**config.mk**
```make
export PLATFORM = sky130hd
export DESIGN_NAME = fifo_rr_merger
export DESIGN_NICKNAME = d
export VERILOG_FILES = /design/src/rtl/fifo_rr_merger.sv
export SDC_FILE = /design/constraint.sdc
export NUM_CORES = 1
export LEC_CHECK = 0
export BUFFER_PORTS_ARGS = -buffer_cell sky130_fd_sc_hd__buf_2
export CAP_MARGIN = 10
export CORE_UTILIZATION = 43
export CTS_CLUSTER_DIAMETER = 30
export DETAILED_ROUTE_END_ITERATION = 10
export PLACE_DENSITY_LB_ADDON = 0.25
export SETUP_SLACK_MARGIN = 0.02
export SYNTH_ARGS = -nofsm -noshare
export SYNTH_HDL_FRONTEND = slang
export SYNTH_SLANG_ARGS = --single-unit
```
**constraint.sdc**
```tcl
create_clock -name BUS_CLK -period 2.5 [get_ports BUS_CLK]
set_clock_uncertainty 0.05 [all_clocks]
set_input_delay 0.125 -clock BUS_CLK [delete_from_list [all_inputs] [get_ports BUS_CLK]]
set_output_delay 0.125 -clock BUS_CLK [all_outputs]
set_load 0.005 [all_outputs]
```
**src/rtl/fifo_rr_merger.sv**
```systemverilog
// N-channel round-robin merger of FWFT source FIFOs into one registered ready/valid stream.
// Optional build macro FIFO_RR_MERGER_TAG_EN stamps the granted channel index into the top ID_W bits of OUT_DATA.
module fifo_rr_merger #(
  parameter int CHANNELS   = 4,
  parameter int DATA_WIDTH = 32,
  parameter int MAX_BURST  = 16
) (
  input  logic                           BUS_CLK,
  input  logic                           BUS_RST_N,
  input  logic [CHANNELS-1:0]            CH_ENABLE,
  input  logic [CHANNELS-1:0]            IN_EMPTY,
  input  logic [CHANNELS*DATA_WIDTH-1:0] IN_DATA,
  input  logic [CHANNELS-1:0]            IN_HOLD,
  output logic [CHANNELS-1:0]            IN_READ,
  output logic [DATA_WIDTH-1:0]          OUT_DATA,
  output logic                           OUT_VALID,
  input  logic                           OUT_READY,
  output logic [CHANNELS-1:0]            GRANT,
  output logic                           BUSY
);

  localparam int ID_W = $clog2(CHANNELS);
  localparam logic [7:0] BURST_LAST = 8'(MAX_BURST - 1);

  typedef enum logic {S_IDLE, S_GRANTED} state_t;

  state_t                state_q, state_d;
  logic [ID_W-1:0]       gidx_q, gidx_d;
  logic [ID_W-1:0]       last_q, last_d;
  logic [7:0]            burst_q, burst_d;
  logic [DATA_WIDTH-1:0] data_q, data_d;
  logic                  valid_q, valid_d;

  logic [CHANNELS-1:0]   req;
  logic                  hit;
  logic [ID_W-1:0]       hit_idx;
  logic [ID_W-1:0]       cand;
  logic                  slot_free;
  logic                  pop;
  logic                  release_g;
  logic [DATA_WIDTH-1:0] sel_data;
  logic [DATA_WIDTH-1:0] load_word;

  assign req = CH_ENABLE & ~IN_EMPTY;

  // Round-robin search starting just after the last released channel.
  always_comb begin
    hit     = 1'b0;
    hit_idx = '0;
    cand    = '0;
    for (int i = 1; i <= CHANNELS; i++) begin
      cand = ID_W'((int'(last_q) + i) % CHANNELS);
      if (!hit && req[cand]) begin
        hit     = 1'b1;
        hit_idx = cand;
      end
    end
  end

  assign sel_data = IN_DATA[gidx_q*DATA_WIDTH +: DATA_WIDTH];

`ifdef FIFO_RR_MERGER_TAG_EN
  assign load_word = {gidx_q, sel_data[DATA_WIDTH-ID_W-1:0]};
`else
  assign load_word = sel_data;
`endif

  // State register.
  always_ff @(posedge BUS_CLK or negedge BUS_RST_N) begin
    if (!BUS_RST_N) begin
      state_q <= S_IDLE;
      gidx_q  <= '0;
      last_q  <= ID_W'(CHANNELS - 1);
      burst_q <= '0;
      data_q  <= '0;
      valid_q <= 1'b0;
    end else begin
      state_q <= state_d;
      gidx_q  <= gidx_d;
      last_q  <= last_d;
      burst_q <= burst_d;
      data_q  <= data_d;
      valid_q <= valid_d;
    end
  end

  // Next state: output register and grant bookkeeping.
  always_comb begin
    state_d = state_q;
    gidx_d  = gidx_q;
    last_d  = last_q;
    burst_d = burst_q;
    data_d  = data_q;
    valid_d = valid_q;
    if (valid_q && OUT_READY) valid_d = 1'b0;
    if (pop) begin
      data_d  = load_word;
      valid_d = 1'b1;
      if (burst_q != BURST_LAST) burst_d = burst_q + 8'd1;
    end
    case (state_q)
      S_IDLE: begin
        if (hit) begin
          state_d = S_GRANTED;
          gidx_d  = hit_idx;
          burst_d = '0;
        end
      end
      S_GRANTED: begin
        if (release_g) begin
          state_d = S_IDLE;
          last_d  = gidx_q;
        end
      end
      default: state_d = S_IDLE;
    endcase
  end

  // Outputs. A word moves downstream on a cycle where OUT_VALID and OUT_READY are both high;
  // the register may be refilled in that same cycle, so a pop needs only an empty or draining slot.
  always_comb begin
    slot_free = ~valid_q | OUT_READY;
    pop       = 1'b0;
    release_g = 1'b0;
    IN_READ   = '0;
    GRANT     = '0;
    if (state_q == S_GRANTED) begin
      pop       = ~IN_EMPTY[gidx_q] & CH_ENABLE[gidx_q] & slot_free;
      release_g = ~CH_ENABLE[gidx_q]
                | (~IN_HOLD[gidx_q] & IN_EMPTY[gidx_q])
                | (~IN_HOLD[gidx_q] & pop & (burst_q == BURST_LAST));
      GRANT     = CHANNELS'(1) << gidx_q;
      if (pop) IN_READ = CHANNELS'(1) << gidx_q;
    end
    OUT_DATA  = data_q;
    OUT_VALID = valid_q;
    BUSY      = (state_q == S_GRANTED) | valid_q;
  end

endmodule

```
Word-level counts from Yosys, hierarchy flattened
Index checks and enable logic that the tools add are counted.
{"block": "word_totals", "out_inout_bits": 42, "mem_count": 0, "regBits": 46, "latchBits": 0, "ram_bits": 0, "input_bits": 143, "wordCells": 82, "rom_bits": 0}
{"block": "classes", "n_div": 0, "n_lt_le_gt_ge": 5, "shifts": 2, "muxes": 36, "reduce_logical": 10, "bitwise": 16, "n_eq_ne": 2, "multipliers": 0, "addsub": 5}
{"op": "128-bit by 8-bit variable part select with 32-bit output", "n": 1}
{"op": "8-bit 2-to-1 mux", "n": 4}
{"op": "1-bit 2-to-1 mux", "n": 17}
{"op": "2-bit by 3-bit less-than comparator with 1-bit output (second input constant)", "n": 5}
{"op": "1-bit binary-select mux with 2-bit select", "n": 7}
{"op": "4-bit 2-to-1 mux", "n": 3}
{"op": "8-bit by 1-bit adder with 8-bit output (second input constant)", "n": 1}
{"op": "8-bit by 4-bit equality test with 1-bit output (second input constant)", "n": 1}
{"op": "2-bit 2-to-1 mux", "n": 4}
{"op": "8-bit by 4-bit != test with 1-bit output (second input constant)", "n": 1}
{"op": "1-bit AND", "n": 5}
{"op": "1-bit NOT", "n": 5}
{"op": "2-bit by 1-bit adder with 2-bit output (second input constant)", "n": 2}
{"op": "2-bit adder (second input constant)", "n": 2}
{"op": "4-bit AND", "n": 1}
{"op": "1-bit logical AND", "n": 4}
{"op": "4-bit NOT", "n": 1}
{"op": "1-bit OR", "n": 4}
{"op": "2-bit AND reduction", "n": 2}
{"op": "1-bit by 2-bit << shifter with 4-bit output (first input constant)", "n": 1}
{"op": "1-bit zero test", "n": 3}
{"op": "1-bit one-hot mux with 2 select lines", "n": 1}
{"op": "2-bit nonzero test", "n": 1}

Longest topological paths before layout
{"block": "logic_depth", "depth_word": 16, "mapped_depth": 8}

Worst setup path before layout
No wires, ideal clock.
{"block": "synth_path", "path_type": "reg-to-reg", "from": "register gidx_q[0]", "to": "register data_q[26], in the netlist OUT_DATA[26]", "synth_period_minus_slack_ns": 2.231, "required_ns": 2.325, "slack_ns": 0.269, "stages_incl_launch_ff": 7, "setup_ns": 0.125, "t_arrival_ns": 2.057, "cell_sequence": "dfrtp_1 -> buf_4 -> mux4_2 -> nor4b_4 -> buf_4 -> buf_4 -> mux2_2"}
{"block": "synth_via", "elab_chain_cells": 6, "word_cells_on_any_way": 9, "cone_classes": "shift: 1; mux: 5; bitwise: 3"}
{"item": "start, declared", "line": "28", "source": "logic [ID_W-1:0] gidx_q, gidx_d;"}
{"item": "start signal, assigned", "line": "79", "source": "gidx_q <= gidx_d;"}
{"item": "parallel branches: the longest is 6 deep, another holds 128-bit by 8-bit variable part select with 32-bit output"}
{"item": "end signal, assigned", "line": "82", "source": "data_q <= data_d;"}
{"item": "end, declared", "line": "31", "source": "logic [DATA_WIDTH-1:0] data_q, data_d;"}
Parallel ways; which one is timed is not known. The select of a mux whose other input is x is not followed.
A chain may end at the register's enable or synchronous reset.

Worst setup path in the final report
{"block": "layout_path", "from": "register gidx_q[0]", "to": "register burst_q[7]"}
{"block": "layout_via", "elab_chain_cells": 9, "word_cells_on_any_way": 11, "cone_classes": "mux: 8; bitwise: 3"}
{"item": "1-bit binary-select mux with 2-bit select", "line": "128", "source": "pop = ~IN_EMPTY[gidx_q] & CH_ENABLE[gidx_q] & slot_free;"}
{"item": "1-bit 2-to-1 mux (implied by the code)", "line": "128"}
{"item": "1-bit NOT", "line": "128"}
{"item": "1-bit AND * (2 in series)", "line": "128"}
{"item": "1-bit 2-to-1 mux *", "line": "127", "source": "if (state_q == S_GRANTED) begin"}
{"item": "8-bit 2-to-1 mux *", "line": "96", "source": "if (pop) begin"}
{"item": "8-bit 2-to-1 mux", "line": "103", "source": "if (hit) begin"}
{"item": "8-bit 2-to-1 mux *", "line": "101", "source": "case (state_q)"}
{"item": "named net burst_d[7]", "line": "30", "source": "logic [7:0] burst_q, burst_d;"}
{"item": "end signal, assigned", "line": "81", "source": "burst_q <= burst_d;"}
{"item": "end, declared", "line": "30"}
The timed path passes the listed nets; every way through them passes the cells marked *. The select of a mux whose other input is x is not followed.

==> flow_summary.json <==
{
  "finalMaxSlewViolations": 0,
  "required_ns": 2.67,
  "synth_edf_count": 0,
  "postLayoutCoreUtil_pct": 63.0,
  "die-area_sq_mm": 0.00697,
  "leakagePower_nw": 1.94,
  "cts.sinks": 46,
  "peakVddDrop_mv": 0.565,
  "start_kind": "flip-flop",
  "antenna_left": 0,
  "drt-total-wl_um": 7460,
  "mostFrequentLayoutCells": "184 x buf_2, 42 x dfrtp_1, 35 x mux4_2, 35 x mux2_2, 12 x nand2_1",
  "grt-ovfl-total": 0,
  "hold_viol": 0,
  "p_total_mw": 4.14,
  "root_buffer": "clkbuf_8",
  "initial_core_util_pct": 44.7,
  "setup_viol": 0,
  "wl_per_cell_um": 15.8,
  "fmax_mhz": 440,
  "clock_latency_ns": 0.30,
  "io_buffers": 184,
  "die_y_um": 83.5,
  "rsz0062_at_grt": "no",
  "crit_path_end_kind": "flip-flop",
  "core_area_sq_mm": 0.00639,
  "gp_congestion": 0.760,
  "hpwl_um": 5940,
  "ys_ff_latch": 46,
  "hold_path_class": "input pin to flip-flop",
  "slew_headroom_pct": 32.0,
  "rows": 29,
  "die_x_um": 83.5,
  "p_per_area_mw_per_mm2": 1030,
  "htree_num_levels": 2,
  "yosys_warnings": 0,
  "vias": 2529,
  "crit_path_max_fanout": 26,
  "ios": 185,
  "first_iter_violations": 123,
  "max-cap-violations": 0,
  "final_cells": 471,
  "synth_ff_type": "dfrtp_1",
  "holdWs_ns": 0.0719,
  "post-route-period-util_pct": 91.0,
  "post-place-cells": 462,
  "path_class": "flip-flop to flip-flop",
  "grtUsageTotal_pct": 22.5,
  "antennaDiodeCount": 0,
  "crit_arrival_ns": 2.44,
  "syn_to_final_growth_pct": 41.0,
  "post-cts-setup-buffers": 0,
  "ys_seq_area_share_pct": 40.4,
  "post-route-min-period_ns": 2.27,
  "syn_nets": 352,
  "min_from": "OUT_READY",
  "grt_pass1_wl_um": 12400,
  "drc": 0,
  "grt_pass1_vias": 2597,
  "cts.path.max_buffers": 2,
  "regToRegStartpoint": "gidx_q[0]",
  "setup_tns_ns": 0,
  "cts_tree": "built",
  "cp-startpoint": "gidx_q[0]",
  "syn_area_per_cell_sq_um": 13.7,
  "viasPerCell": 5.37,
  "final_net_count": 537,
  "syn_area_sq_mm": 0.00286,
  "grt_max_degree": 47,
  "synthCells": 208,
  "cts_buffers": 5,
  "final_common_cell": "buf_2",
  "async_flop_share_pct": 100,
  "firstDrtPassIters": 4,
  "max_slew.worst_pin.slew_ns": 1.02,
  "yosysUniqueCellTypes": 34,
  "status": "finished, final reports clean",
  "drive_gt1_share_pct": 70.1,
  "grt_antenna_before_repair": 0,
  "clk_pin_slew_worst_paths_ns": 0.09
}
## where the power goes
| part | internal, mW | leakage [nW] | switching, mW |
|---|---|---|---|
| Combinational | 1.29 | 1.31 | 0.916 |
| Clock | 0.401 | 0.0683 | 0.259 |
| Sequential | 1.09 | 0.558 | 0.190 |
| Total | 2.78 | 1.94 | 1.36 |
## layout make-up
class	count	area (sq um)
clock buffer	5	68.8
clock inverter	3	68.8
fill	518	2360
inverter	4	15.0
multi-input combinational	143	1620
sequential	46	1160
tap	77	96.3
timing repair buffer	193	1000
## critical path, stage by stage (launching register included)
cell and delay (ns):
dfrtp_2 0.40, mux4_2 0.55, nor4b_4 0.33, buf_12 0.22, nand2_1 0.11, or3_1 0.36
a21oi_1 0.17
## flip-flops by register name, summed over array words and instances, names as in the netlist
signal / flops
OUT_DATA: 32
burst_q: 8
gidx_q: 2
last_q: 2
OUT_VALID: 1
state_q: 1
## repair_timing
| action | in CTS | in global routing |
|---|---|---|
| hold endpoints to repair | 44 | 0 |
| resized for setup | 0 | 0 |
| hold buffers | 1 | 0 |
## logic make-up after synthesis
| family | Yosys count | synth area share [%] |
|---|---|---|
| adders and majority gates | 1 | 0.438 |
| and+or+nand+nor | 49 | 9.72 |
| muxes | 70 | 41.4 |
| xor gates and xnor gates | 3 | 0.920 |
| buffers and inverters | 19 | 2.98 |
| AOI/OAI and AO/OA | 20 | 4.16 |
| DFF | 46 | 40.4 |
## metrics by stage
| step | area [sq um] | setup slack (ns) |
|---|---|---|
| 3_5_place_dp | 3880 | 0.278 |
| 2_1_floorplan | 2860 | 0.269 |
| 3_3_place_gp | 3880 | 0.309 |
| 6_report | 4030 | 0.226 |
| 4_1_cts | 4030 | 0.243 |
| 5_1_grt | 4030 | 0.107 |
## synth_stat cells (2+ instances only)
cell type | n | area share (%)
a21oi_1 | 8 | 1.4
a31oi_1 | 2 | 0.44
and3_1 | 5 | 1.1
buf_2 | 2 | 0.35
buf_4 | 3 | 0.79
clkbuf_1 | 9 | 1.2
dfrtp_1 | 44 | 39
dfstp_2 | 2 | 1.8
inv_1 | 4 | 0.53
mux2_2 | 35 | 14
mux4_2 | 35 | 28
nand2_1 | 12 | 1.6
nand2b_1 | 3 | 0.66
nand3_1 | 3 | 0.53
nor2_1 | 6 | 0.79
nor2b_1 | 4 | 0.88
nor3_1 | 4 | 0.70
nor3b_1 | 4 | 1.1
o21ai_0 | 4 | 0.70
o22ai_1 | 2 | 0.44
or3_1 | 2 | 0.44
xor2_1 | 3 | 0.92
## metal layers
layer / GRT usage, % / vias to the layer above / part of all wire [%]
met3: 4.75 / 15 / 6.1
met2: 39.3 / 120 / 51
li1: - / 1177 / -
met4: 7.40 / 0 / 2.5
met5: 0 / - / 0
met1: 28.1 / 1217 / 40
## final timing paths
| check | to | slack (ns) | cells after the start |
|---|---|---|---|
| hold reg to reg | OUT_DATA[3] | 0.46 | 1 |
| hold / removal | OUT_VALID | 0.07 | 3 |
| setup / recovery | burst_q[7] | 0.23 | 6 |
| min in group asynchronous | OUT_DATA[29] | 0.49 | 2 |
| setup reg to reg | burst_q[7] | 0.23 | 6 |
| max in group asynchronous | gidx_q[0] | 1.22 | 2 |
Power figures use the tool's default switching activity.
